### src/rtl/arb_pkg.sv
// Shared types for mem_arbiter: FSM states, requester ownership encoding
// and default bus widths.
package arb_pkg;

    localparam int ADDR_W_DEF = 32;
    localparam int DATA_W_DEF = 32;

    typedef enum logic [1:0] {
        S_IDLE,
        S_ISSUE,
        S_WAIT
    } state_t;

    typedef enum logic {
        OWN_IF,
        OWN_DM
    } owner_t;

endpackage

### src/rtl/arb_pick.sv
// Winner selection between fetch and data requesters. Fixed DM priority by
// default; round-robin on conflict when ARB_RR_EN is defined.
module arb_pick
    import arb_pkg::*;
(
    input  logic   if_req,
    input  logic   dm_req,
    input  owner_t last,
    output owner_t owner
);

`ifdef ARB_RR_EN
    // On conflict the side that did not win last time goes first.
    always_comb begin
        owner = OWN_IF;
        if (if_req && dm_req)
            owner = (last == OWN_IF) ? OWN_DM : OWN_IF;
        else if (dm_req)
            owner = OWN_DM;
    end
`else
    logic unused_in;
    assign unused_in = (last == OWN_DM) ^ if_req;
    assign owner     = dm_req ? OWN_DM : OWN_IF;
`endif

endmodule

### src/rtl/mem_arbiter.sv
// Shares one single-port memory between fetch and data requesters, one
// transaction outstanding. Define ARB_RR_EN for round-robin arbitration.
module mem_arbiter
    import arb_pkg::*;
#(
    parameter int ADDR_W = ADDR_W_DEF,
    parameter int DATA_W = DATA_W_DEF
) (
    input  logic                clk,
    input  logic                rst,

    input  logic                if_req,
    input  logic [ADDR_W-1:0]   if_addr,
    output logic                if_gnt,
    output logic                if_rvalid,
    output logic [DATA_W-1:0]   if_rdata,

    input  logic                dm_req,
    input  logic                dm_we,
    input  logic [ADDR_W-1:0]   dm_addr,
    input  logic [DATA_W-1:0]   dm_wdata,
    input  logic [DATA_W/8-1:0] dm_wmask,
    output logic                dm_gnt,
    output logic                dm_rvalid,
    output logic [DATA_W-1:0]   dm_rdata,

    output logic                mem_req,
    output logic                mem_we,
    output logic [ADDR_W-1:0]   mem_addr,
    output logic [DATA_W-1:0]   mem_wdata,
    output logic [DATA_W/8-1:0] mem_wmask,
    input  logic                mem_ready,
    input  logic                mem_rvalid,
    input  logic [DATA_W-1:0]   mem_rdata,

    output logic                stall,
    output logic                err
);

    state_t state;
    owner_t owner;
    owner_t pick;
    owner_t last;

    logic any_req;
    logic issue_ack;
    logic resp;
    logic load;

    assign any_req   = if_req | dm_req;
    assign issue_ack = (state == S_ISSUE) && mem_ready;
    assign resp      = (state == S_WAIT) && mem_rvalid;
    // A response cycle doubles as the next arbitration cycle.
    assign load      = any_req && ((state == S_IDLE) || resp);

    arb_pick u_pick (
        .if_req (if_req),
        .dm_req (dm_req),
        .last   (last),
        .owner  (pick)
    );

`ifdef ARB_RR_EN
    always_ff @(posedge clk or negedge rst) begin
        if (!rst)
            last <= OWN_IF;
        else if (dm_gnt)
            last <= OWN_DM;
        else if (if_gnt)
            last <= OWN_IF;
    end
`else
    assign last = OWN_IF;
`endif

    assign if_gnt    = issue_ack && (owner == OWN_IF);
    assign dm_gnt    = issue_ack && (owner == OWN_DM);
    assign if_rvalid = resp && (owner == OWN_IF);
    assign dm_rvalid = resp && (owner == OWN_DM);
    assign if_rdata  = if_rvalid ? mem_rdata : '0;
    assign dm_rdata  = dm_rvalid ? mem_rdata : '0;
    // Gated by reset so every output reads 0 while rst is low.
    assign stall     = rst & ((if_req & ~if_gnt) | (dm_req & ~dm_gnt));

    always_ff @(posedge clk or negedge rst) begin
        if (!rst) begin
            state     <= S_IDLE;
            owner     <= OWN_IF;
            err       <= 1'b0;
            mem_req   <= 1'b0;
            mem_we    <= 1'b0;
            mem_addr  <= '0;
            mem_wdata <= '0;
            mem_wmask <= '0;
        end else begin
            // Responses outside WAIT are stray: flag and drop.
            if (mem_rvalid && (state != S_WAIT))
                err <= 1'b1;

            if (load) begin
                state     <= S_ISSUE;
                owner     <= pick;
                mem_req   <= 1'b1;
                mem_addr  <= (pick == OWN_DM) ? dm_addr : if_addr;
                mem_we    <= (pick == OWN_DM) && dm_we;
                mem_wdata <= (pick == OWN_DM) ? dm_wdata : '0;
                mem_wmask <= (pick == OWN_DM) ? dm_wmask : '0;
            end else if (issue_ack) begin
                state     <= S_WAIT;
                mem_req   <= 1'b0;
                mem_we    <= 1'b0;
                mem_addr  <= '0;
                mem_wdata <= '0;
                mem_wmask <= '0;
            end else if (resp) begin
                state <= S_IDLE;
            end
        end
    end

endmodule

### config.mk
export PLATFORM = sky130hd
export DESIGN_NAME = mem_arbiter
export DESIGN_NICKNAME = d
export VERILOG_FILES = /design/src/rtl/arb_pkg.sv /design/src/rtl/arb_pick.sv /design/src/rtl/mem_arbiter.sv
export SDC_FILE = /design/constraint.sdc
export NUM_CORES = 1
export LEC_CHECK = 0
export CORE_AREA = 2 2 109 111
export DETAILED_ROUTE_END_ITERATION = 12
export DIE_AREA = 0 0 111 113
export PLACE_DENSITY = 0.78
export RECOVER_POWER = 25
export SLEW_MARGIN = 20
export SYNTH_ARGS = -nofsm -noshare
export SYNTH_HDL_FRONTEND = slang
export SYNTH_SLANG_ARGS = --single-unit
### constraint.sdc
create_clock -name clk -period 4.2 [get_ports clk]
set_input_delay 0.42 -clock clk [delete_from_list [all_inputs] [get_ports clk]]
set_output_delay 0.42 -clock clk [all_outputs]
set_load 0.1 [all_outputs]
==> impl_metrics.tcl <==
set metrics [dict create \
    status "complete, but fails checks" \
    violations "capacitance limit, slew limit" \
    wl_um 11800 \
    grt_antenna_before_repair 0 \
    synth_seq_cells 74 \
    clock-skew-final_ns 0.00406 \
    vias 3437 \
    fmax_ghz 0.341 \
    synth.distinct_cells 24 \
    die_h_um 113 \
    wire_per_inst_um 16.0 \
    fin_setup_tns_ns 0 \
    finalCritPeriodShare_pct 69.8 \
    ant_nets 0 \
    start_util_pct 32.6 \
    ios 279 \
    cts-resized-gates 0 \
    cts_root_buf "clkbuf_16" \
    cts.clk_slew.worst_paths_ns 0.06 \
    finalHoldViolations 0 \
    ys_seq_area_share_pct 50.4 \
    worstSetupPathType "in -> out" \
    startpoint_type "input pin" \
    core_um2 11300 \
    syn_area_per_cell_um2 11.4 \
    cp.required_ns 3.78 \
    drive_gt1_share_pct 16.7 \
    crit_path_cell_trace "clkbuf_2, o31a_1, o21a_1, buf_4" \
    synthTopCellsByCount "dfrtp_1 (74), and2_1 (64), mux2i_1 (64)" \
    grt_max_degree 76 \
    grt_overflow 0 \
    end_kind "primary output" \
    cap_viol_max_count 1 \
    cp_slowest_stage_delay_ns 1.30 \
    clock_latency_ns 0.33 \
    area_delta_synth_final_pct 80.3 \
    nFillCells 945 \
    drtIter0Drc 119 \
    post-route-util_pct 58.7 \
    yosysWarningCount 0 \
    die-area_um2 12500 \
    grt_pass1_vias 3571 \
    drt_pass1_iterations 4 \
    arrival_ns 2.51 \
    place_congestion 0.822 \
    drv_slew 76 \
    synth_area_um2 3670 \
    synthCells 321 \
    grt_pass1_wl_um 18500 \
    drc 0 \
    layout.area.seq_um2 1850 \
    critPathMaxFanout 75 \
    htree_levels 3 \
    portBuffers 278 \
    routed_via_density 4.66 \
    fin_nets 729 \
    cts_buffers 9 \
    cts.sinks 74 \
    yosysMostFrequentCell "dfrtp_1" \
    critPathSlowestCell "clkbuf_2" \
    hold_ws_ns 0.468 \
    setup-violations-final 0 \
    cts_tree "built" \
    die_w_um 111 \
    dpl.hpwl_um 9160 \
    hold_path_class "reg -> reg" \
    synthArstFlopShare_pct 100 \
    synth_area_leaders "dfrtp_1 (50%), mux2i_1 (17%), and2_1 (11%)" \
    fin_crit_ns 2.93 \
    synth_top_area_share_pct 50.4 \
    ys.flop_type "dfrtp_1" \
    rsz0062_at_grt "no" \
    grt_usage_pct 18.6 \
    clk_path_buf_depth 2 \
    antennaDiodeCount 0 \
    synth_edf_count 0 \
    tightest_slew_ns 1.83 \
    multi_input_area_um2 1640 \
    holdBufCountCts 0 \
    synth_fp_nets 460 \
    post_cts_buffers 0 \
    maxSlewHeadroom_pct -22.3 \
    rows 39 \
    synth_top_area_cell "dfrtp_1" \
]
## cells in the final DEF, fill, tap and decap left out, drive strengths merged
master         netlist  routed
buf                 25      77
o21a                 2       2
clkbuf               2      11
mux2i               64      64
clkdlybuf4s50        0     206
a21o                 3       3
clkinvlp             0       1
o21bai               1       1
dfrtp               74      74
nor3b                1       1
dlygate4sd3          0       1
nand2               32      32
nor3                 3       3
o31a                 2       2
a22o                37      37
and2                64      64
nor2b                1       1
nand2b               1       1
clkinv               0       3
nor2                 3       3
inv                  3       3
nand3b               1       1
a21oi                2       2
bufinv               0       1
## layer usage
layer / global-route usage (%) / share of wire, % / up-vias
met5: 0 / 0 / -
met4: 8.92 / 2.5 / 0
met3: 4.23 / 7.0 / 24
met2: 33.8 / 52 / 167
met1: 20.6 / 39 / 1608
li1: - / - / 1638
## state kept, by name, summed over array words and instances (netlist names)
signal / cells
owner: 1
mem_we: 1
mem_wmask: 4
state: 2
mem_addr: 32
mem_req: 1
mem_wdata: 32
err: 1
## logic make-up after synthesis
family	share of synthesized area, %
AND/OR/NAND/NOR	16.1
multiplexers	17.5
buffers and inverters	5.18
AO/OA/AOI/OAI	10.8
flip-flops	50.4
## final cells by class
| cell class | instances | share of cell area (%) |
|---|---|---|
| clock inverter | 5 | 0.851 |
| inverter | 3 | 0.170 |
| timing repair buffer | 285 | 40.1 |
| sequential | 74 | 28.0 |
| multi-input combinational | 217 | 24.8 |
| clock buffer | 10 | 3.46 |
| tap | 143 | 2.70 |
## worst max-delay path, delay by kind of cell
family / cells / cell delay, ns
buffers and inverters: 2 / 1.60
AOI/OAI and AO/OA: 2 / 0.47
## stage by stage
| step | setup slack (ns) | cell area [µm²] | std cells |
|---|---|---|---|
| after detailed placement | 1.82 | 6340 | 722 |
| final | 1.27 | 6620 | 737 |
| after global placement | 1.83 | 6340 | 722 |
| after global routing | 0.938 | 6620 | 737 |
| after floorplan | 1.57 | 3670 | 321 |
| after CTS | 1.79 | 6620 | 737 |
## worst paths after layout
check / start / to / slack [ns] / cells past startpoint
min in group asynchronous: rst / mem_wdata[9] / 0.59 / 1
min: err / err / 0.47 / 1
min reg2reg: err / err / 0.47 / 1
max reg2reg: state[0] / mem_wdata[21] / 2.36 / 5
max in group asynchronous: rst / mem_addr[6] / 2.53 / 1
max: rst / stall / 1.27 / 4
Power is not shown: default switching activity piles up to over one toggle a cycle in this logic, so the estimate is an artifact.
